### src/rtl/pe_pkg.sv
`default_nettype none
// ============================================================================
// Module      : pe_pkg
// Description : Shared widths, state encoding and helpers for the MAC PE.
// Revision    : 1.0 - initial release
// ============================================================================
package pe_pkg;

    localparam int c_IFMAP_W  = 8;
    localparam int c_WEIGHT_W = 8;
    localparam int c_ACC_W    = 32;
    localparam int c_CNT_W    = 16;
    localparam int c_IFMAP_ZP = 128;

    localparam int c_STATE_W = 2;
    typedef logic [c_STATE_W-1:0] pe_state_t;

    localparam pe_state_t c_ST_IDLE = 2'd0;
    localparam pe_state_t c_ST_ACC  = 2'd1;
    localparam pe_state_t c_ST_DONE = 2'd2;

    // One bit for the zero-extended ifmap sign, one for the ZP subtraction carry.
    function automatic int prod_width(input int ifmap_w, input int weight_w);
        return ifmap_w + weight_w + 2;
    endfunction

endpackage
`default_nettype wire

### src/rtl/pe_zp_mult.sv
`default_nettype none
// ============================================================================
// Module      : pe_zp_mult
// Description : Combinational (ifmap - zero point) x signed weight multiplier.
// Revision    : 1.0 - initial release
// ============================================================================
module pe_zp_mult
    import pe_pkg::*;
#(
    parameter int IFMAP_W  = c_IFMAP_W,
    parameter int WEIGHT_W = c_WEIGHT_W,
    parameter int IFMAP_ZP = c_IFMAP_ZP,
    parameter int PROD_W   = prod_width(IFMAP_W, WEIGHT_W)
) (
    input  logic                       i_clk_unused_n,
    input  logic        [IFMAP_W-1:0]  i_ifmap,
    input  logic signed [WEIGHT_W-1:0] i_weight,
    output logic signed [PROD_W-1:0]   o_prod
);

    logic signed [PROD_W-1:0] w_ifmap_ext;
    logic signed [PROD_W-1:0] w_zp;
    logic signed [PROD_W-1:0] w_ifmap_adj;
    logic signed [PROD_W-1:0] w_weight_ext;
    logic                     w_unused;

    assign w_unused     = i_clk_unused_n;
    assign w_ifmap_ext  = PROD_W'({1'b0, i_ifmap});
    assign w_zp         = PROD_W'(IFMAP_ZP);
    assign w_ifmap_adj  = w_ifmap_ext - w_zp;
    assign w_weight_ext = {{(PROD_W-WEIGHT_W){i_weight[WEIGHT_W-1]}}, i_weight};

    // Both operands fit well inside PROD_W, so the truncated product is exact.
    assign o_prod = w_ifmap_adj * w_weight_ext;

endmodule
`default_nettype wire

### src/rtl/pe_mac_acc.sv
`default_nettype none
// ============================================================================
// Module      : pe_mac_acc
// Description : Multi-cycle MAC processing element with bias, run-length
//               counter, valid/ready streaming and optional output ReLU.
// Revision    : 1.0 - initial release
// ============================================================================
module pe_mac_acc
    import pe_pkg::*;
#(
    parameter int IFMAP_W  = c_IFMAP_W,
    parameter int WEIGHT_W = c_WEIGHT_W,
    parameter int ACC_W    = c_ACC_W,
    parameter int CNT_W    = c_CNT_W,
    parameter int IFMAP_ZP = c_IFMAP_ZP
) (
    input  logic                       clk,
    input  logic                       rst,
    input  logic                       start,
    input  logic        [CNT_W-1:0]    len,
    input  logic signed [ACC_W-1:0]    bias,
    input  logic                       relu_en,
    input  logic                       in_valid,
    output logic                       in_ready,
    input  logic        [IFMAP_W-1:0]  ifmap,
    input  logic signed [WEIGHT_W-1:0] weight,
    output logic                       out_valid,
    input  logic                       out_ready,
    output logic signed [ACC_W-1:0]    opsum,
    output logic                       busy
);

    localparam int c_PROD_W = prod_width(IFMAP_W, WEIGHT_W);

    pe_state_t                r_state;
    logic signed [ACC_W-1:0]  r_acc;
    logic        [CNT_W-1:0]  r_cnt;
    logic                     r_relu;

    logic signed [c_PROD_W-1:0] w_prod;
    logic signed [ACC_W-1:0]    w_prod_ext;
    logic                       w_beat;
    logic                       w_clamp;

    pe_zp_mult #(
        .IFMAP_W  (IFMAP_W),
        .WEIGHT_W (WEIGHT_W),
        .IFMAP_ZP (IFMAP_ZP),
        .PROD_W   (c_PROD_W)
    ) u_mult (
        .i_clk_unused_n (1'b0),
        .i_ifmap        (ifmap),
        .i_weight       (weight),
        .o_prod         (w_prod)
    );

    // Narrow accumulators simply keep the low bits; the sum wraps either way.
    if (ACC_W > c_PROD_W) begin : g_sext
        assign w_prod_ext = {{(ACC_W-c_PROD_W){w_prod[c_PROD_W-1]}}, w_prod};
    end else if (ACC_W == c_PROD_W) begin : g_same
        assign w_prod_ext = w_prod;
    end else begin : g_trunc
        assign w_prod_ext = ACC_W'(w_prod);
    end

    assign in_ready  = (r_state == c_ST_ACC);
    assign out_valid = (r_state == c_ST_DONE);
    assign busy      = (r_state == c_ST_ACC) || (r_state == c_ST_DONE);
    assign w_beat    = in_valid && in_ready;
    assign w_clamp   = r_relu && r_acc[ACC_W-1];
    assign opsum     = (out_valid && !w_clamp) ? r_acc : '0;

    always_ff @(posedge clk) begin
        if (rst) begin
            r_state <= c_ST_IDLE;
            r_acc   <= '0;
            r_cnt   <= '0;
            r_relu  <= 1'b0;
        end else begin
            case (r_state)
                c_ST_IDLE: begin
                    if (start) begin
                        r_acc   <= bias;
                        r_cnt   <= len;
                        r_relu  <= relu_en;
                        r_state <= (len == '0) ? c_ST_DONE : c_ST_ACC;
                    end
                end
                c_ST_ACC: begin
                    if (w_beat) begin
                        r_acc <= r_acc + w_prod_ext;
                        r_cnt <= r_cnt - 1'b1;
                        if (r_cnt == CNT_W'(1)) begin
                            r_state <= c_ST_DONE;
                        end
                    end
                end
                c_ST_DONE: begin
                    // A start seen here is dropped: the handshake cycle is a bubble.
                    if (out_ready) begin
                        r_state <= c_ST_IDLE;
                    end
                end
                default: begin
                    r_state <= c_ST_IDLE;
                end
            endcase
        end
    end

endmodule
`default_nettype wire

### config.mk
export PLATFORM = sky130hd
export DESIGN_NAME = pe_mac_acc
export DESIGN_NICKNAME = d
export VERILOG_FILES = /design/src/rtl/pe_pkg.sv /design/src/rtl/pe_zp_mult.sv /design/src/rtl/pe_mac_acc.sv
export SDC_FILE = /design/constraint.sdc
export NUM_CORES = 1
export LEC_CHECK = 0
export ABC_AREA = 0
export ABC_CLOCK_PERIOD_IN_PS = 13860
export BUFFER_PORTS_ARGS = -buffer_cell sky130_fd_sc_hd__buf_2
export CAP_MARGIN = 30
export CORE_ASPECT_RATIO = 2
export CORE_MARGIN = 1
export CORE_UTILIZATION = 64
export DETAILED_ROUTE_END_ITERATION = 6
export PLACE_DENSITY_LB_ADDON = 0.05
export SLEW_MARGIN = 20
export SYNTH_ARGS = -nofsm -noshare
export SYNTH_HDL_FRONTEND = slang
export SYNTH_SLANG_ARGS = --single-unit
### constraint.sdc
create_clock -name clk -period 13.86 [get_ports clk]
set_clock_uncertainty 0.2 [all_clocks]
set_input_delay 1.386 -clock clk [delete_from_list [all_inputs] [get_ports clk]]
set_output_delay 1.386 -clock clk [all_outputs]
set_load 0.05 [all_outputs]
==> impl_metrics.sql <==
INSERT INTO impl_metrics (metric_group, metric, value, unit) VALUES
('floorplanning', 'io_pins', '105', ''),
('sta', 'maxSlewHeadroom', '46.2', '%'),
('placement', 'dp_cells', '1091', ''),
('routing', 'met2WireLength', '10.4', 'mm'),
('yosys', 'postSynthRegisterBits', '51', ''),
('cells_and_area', 'area.growth.synth_to_final', '11.1', '%'),
('floorplanning', 'row_count', '53', ''),
('placement', 'place_congestion', '0.920', ''),
('clock_network', 'insertion_delay', '0.30', 'ns'),
('yosys', 'synth_top_area_share', '16.8', '%'),
('setup_path', 'crit_path_frequent_cell', 'sky130_fd_sc_hd__inv_1', ''),
('sta', 'finalHoldViolCount', '0', ''),
('global_route', 'grt_max_degree', '73', ''),
('clock_network', 'cts-buffers-inserted', '5', ''),
('clock_network', 'path_clk_slew', '0.07', 'ns'),
('routing', 'met3_routed_wl', '620', 'um'),
('yosys', 'synth_ff_type', 'sky130_fd_sc_hd__dfxtp_1', ''),
('placement', 'port_buffers', '104', ''),
('yosys', 'syn-num-nets', '1074', ''),
('cells_and_area', 'layout_cell_share_with_drive_strength_beyond_1', '14.6', '%'),
('floorplanning', 'overall_die_width', '76.2', 'um'),
('sta', 'finalWorstPathRequiredPeriod', '8.21', 'ns'),
('clock_network', 'post_cts_hold_buffer_count', '0', ''),
('yosys', 'post_synth_instance_area', '7040', 'sq um'),
('sta', 'totalNegativeSetupSlack', '0', 'ns'),
('yosys', 'synthesis.area_per_instance', '8.02', 'sq um'),
('clock_network', 'post_cts_buffers', '0', ''),
('routing', 'routedLengthMet1', '6.34', 'mm'),
('clock_network', 'cts_sinks', '51', ''),
('setup_path', 'slowest_delay', '0.58', 'ns'),
('floorplanning', 'design.die.area', '11400', 'sq um'),
('outcome', 'outcome', 'completed', ''),
('yosys', 'edff_count_synth', '0', ''),
('min_path', 'class_of_the_worst_hold_path', 'flip-flop to flip-flop', ''),
('sta', 'fin_crit_sh', '59.2', '%'),
('sta', 'grt_setup_unrepaired', 'false', ''),
('floorplanning', 'initial_core_util', '66.3', '%'),
('floorplanning', 'core_region_area', '10600', 'sq um'),
('yosys', 'synth_area_leaders', 'sky130_fd_sc_hd__fa_1, sky130_fd_sc_hd__dfxtp_1, sky130_fd_sc_hd__ha_1', ''),
('clock_network', 'clockRootBuffer', 'sky130_fd_sc_hd__clkbuf_16', ''),
('placement', 'post-dp-hpwl', '14.8', 'mm'),
('clock_network', 'cts_repair_resize_count', '0', ''),
('setup_path', 'critical_path.endpoint_type', 'flip-flop', ''),
('run', 'max_cap_violations', '0', ''),
('sta', 'maxSlewViolCount', '0', ''),
('clock_network', 'h-tree-depth', '2', ''),
('routing', 'postRouteAntennaNets', '0', ''),
('setup_path', 'start_kind', 'input pin', ''),
('setup_path', 'cp_max_fo', '16', ''),
('yosys', 'seq_area_frac_synth', '14.5', '%'),
('yosys', 'synthDominantAreaCellType', 'sky130_fd_sc_hd__fa_1', ''),
('routing', 'finalWirelength', '18.3', 'mm'),
('routing', 'detail_route.vias_per_cell', '5.89', ''),
('cells_and_area', 'fillers', '863', ''),
('yosys', 'synthCells', '878', ''),
('global_route', 'grt_pass1_wl', '31.0', 'mm'),
('routing', 'routed.top_layer', 'met4', ''),
('cells_and_area', 'antenna_cells_inserted', '0', ''),
('global_route', 'grt_overflow_total', '0', ''),
('sta', 'whs', '0.272', 'ns'),
('setup_path', 'cp.required', '13.89', 'ns'),
('yosys', 'netlist-cell-type-count', '64', ''),
('routing', 'initialDrtViolationCount', '242', ''),
('global_route', 'grt_usage', '34.0', '%'),
('sta', 'fmax', '0.122', 'GHz'),
('global_route', 'grt_antenna_before_repair', '0', ''),
('routing', 'routed-via-count', '6481', ''),
('routing', 'route.detailed.drc', '0', ''),
('sta', 'report.final.setup_viol', '0', ''),
('clock_network', 'clk_path_buf_depth', '2', ''),
('global_route', 'grt_pass1_vias', '6861', '');
-- worst paths after layout --
| kind | startpoint | end | slack [ns] | depth (start not counted) |
|---|---|---|---|---|
| hold reg to reg | r_relu | r_relu | 0.27 | 2 |
| setup reg to reg | r_acc[0] | r_acc[28] | 10.48 | 12 |
| setup / recovery | ifmap[7] | r_acc[31] | 5.65 | 27 |
| hold / removal | r_relu | r_relu | 0.27 | 2 |
-- stage by stage --
stage,cell area (sq um),worst slack (ns),utilization [%]
4_1_cts,7800,5.63,73.5
2_1_floorplan,7040,5.93,-
6_report,7820,5.65,73.7
3_5_place_dp,7650,5.35,72.1
3_3_place_gp,7650,5.56,72.1
5_1_grt,7820,5.27,73.7
-- cell type report --
cell class / count / area [sq um] / area share, %
sequential: 51 / 1020 / 13.1
tap: 137 / 171 / 2.19
inverter: 108 / 405 / 5.18
clock inverter: 3 / 22.5 / 0.288
timing repair buffer: 109 / 571 / 7.30
clock buffer: 5 / 125 / 1.60
multi-input combinational: 687 / 5500 / 70.4
-- cells in the mapped netlist (all sizes together), types with 9 or more instances --
cell / number
a211oi: 40
a21o: 17
a21oi: 63
and2: 73
clkbuf: 25
dfxtp: 51
fa: 59
ha: 67
inv: 107
mux2i: 16
nand2: 57
nand3: 14
nor2: 78
nor2b: 20
nor3: 17
o21a: 9
o21ai: 33
xnor2: 33
-- worst max-delay path: cells and delay by family --
kind,cells,cell delay [ns]
AOI/OAI and AO/OA,7,1.58
xor gates and xnor gates,2,0.32
adders and majority gates,6,2.93
buffers and inverters,7,0.85
muxes,1,0.34
and+or+nand+nor,4,0.83
-- sequential cells by signal, indices dropped and copies added, names as in the netlist --
| name | count |
|---|---|
| r_acc | 32 |
| r_cnt | 16 |
| r_relu | 1 |
| r_state | 2 |
-- per-layer routing --
| layer | vias up | GRT usage [%] |
|---|---|---|
| met5 | - | 0 |
| met4 | 0 | 19.6 |
| met3 | 78 | 2.91 |
| met2 | 212 | 69.3 |
| met1 | 3047 | 32.4 |
| li1 | 3144 | - |
-- logic make-up after synthesis --
| logic type | count (synthesis) | share of synthesized area (%) |
|---|---|---|
| compound gates | 210 | 20.3 |
| xor+xnor | 40 | 4.98 |
| fa+ha+maj | 126 | 28.7 |
| buf+inv | 140 | 7.50 |
| flops | 51 | 14.5 |
| mux | 17 | 2.44 |
| simple gates | 294 | 21.5 |
Power is left out: the tool's default activity adds up to more than one toggle a clock period on the data nets, which glitch-free logic cannot reach.
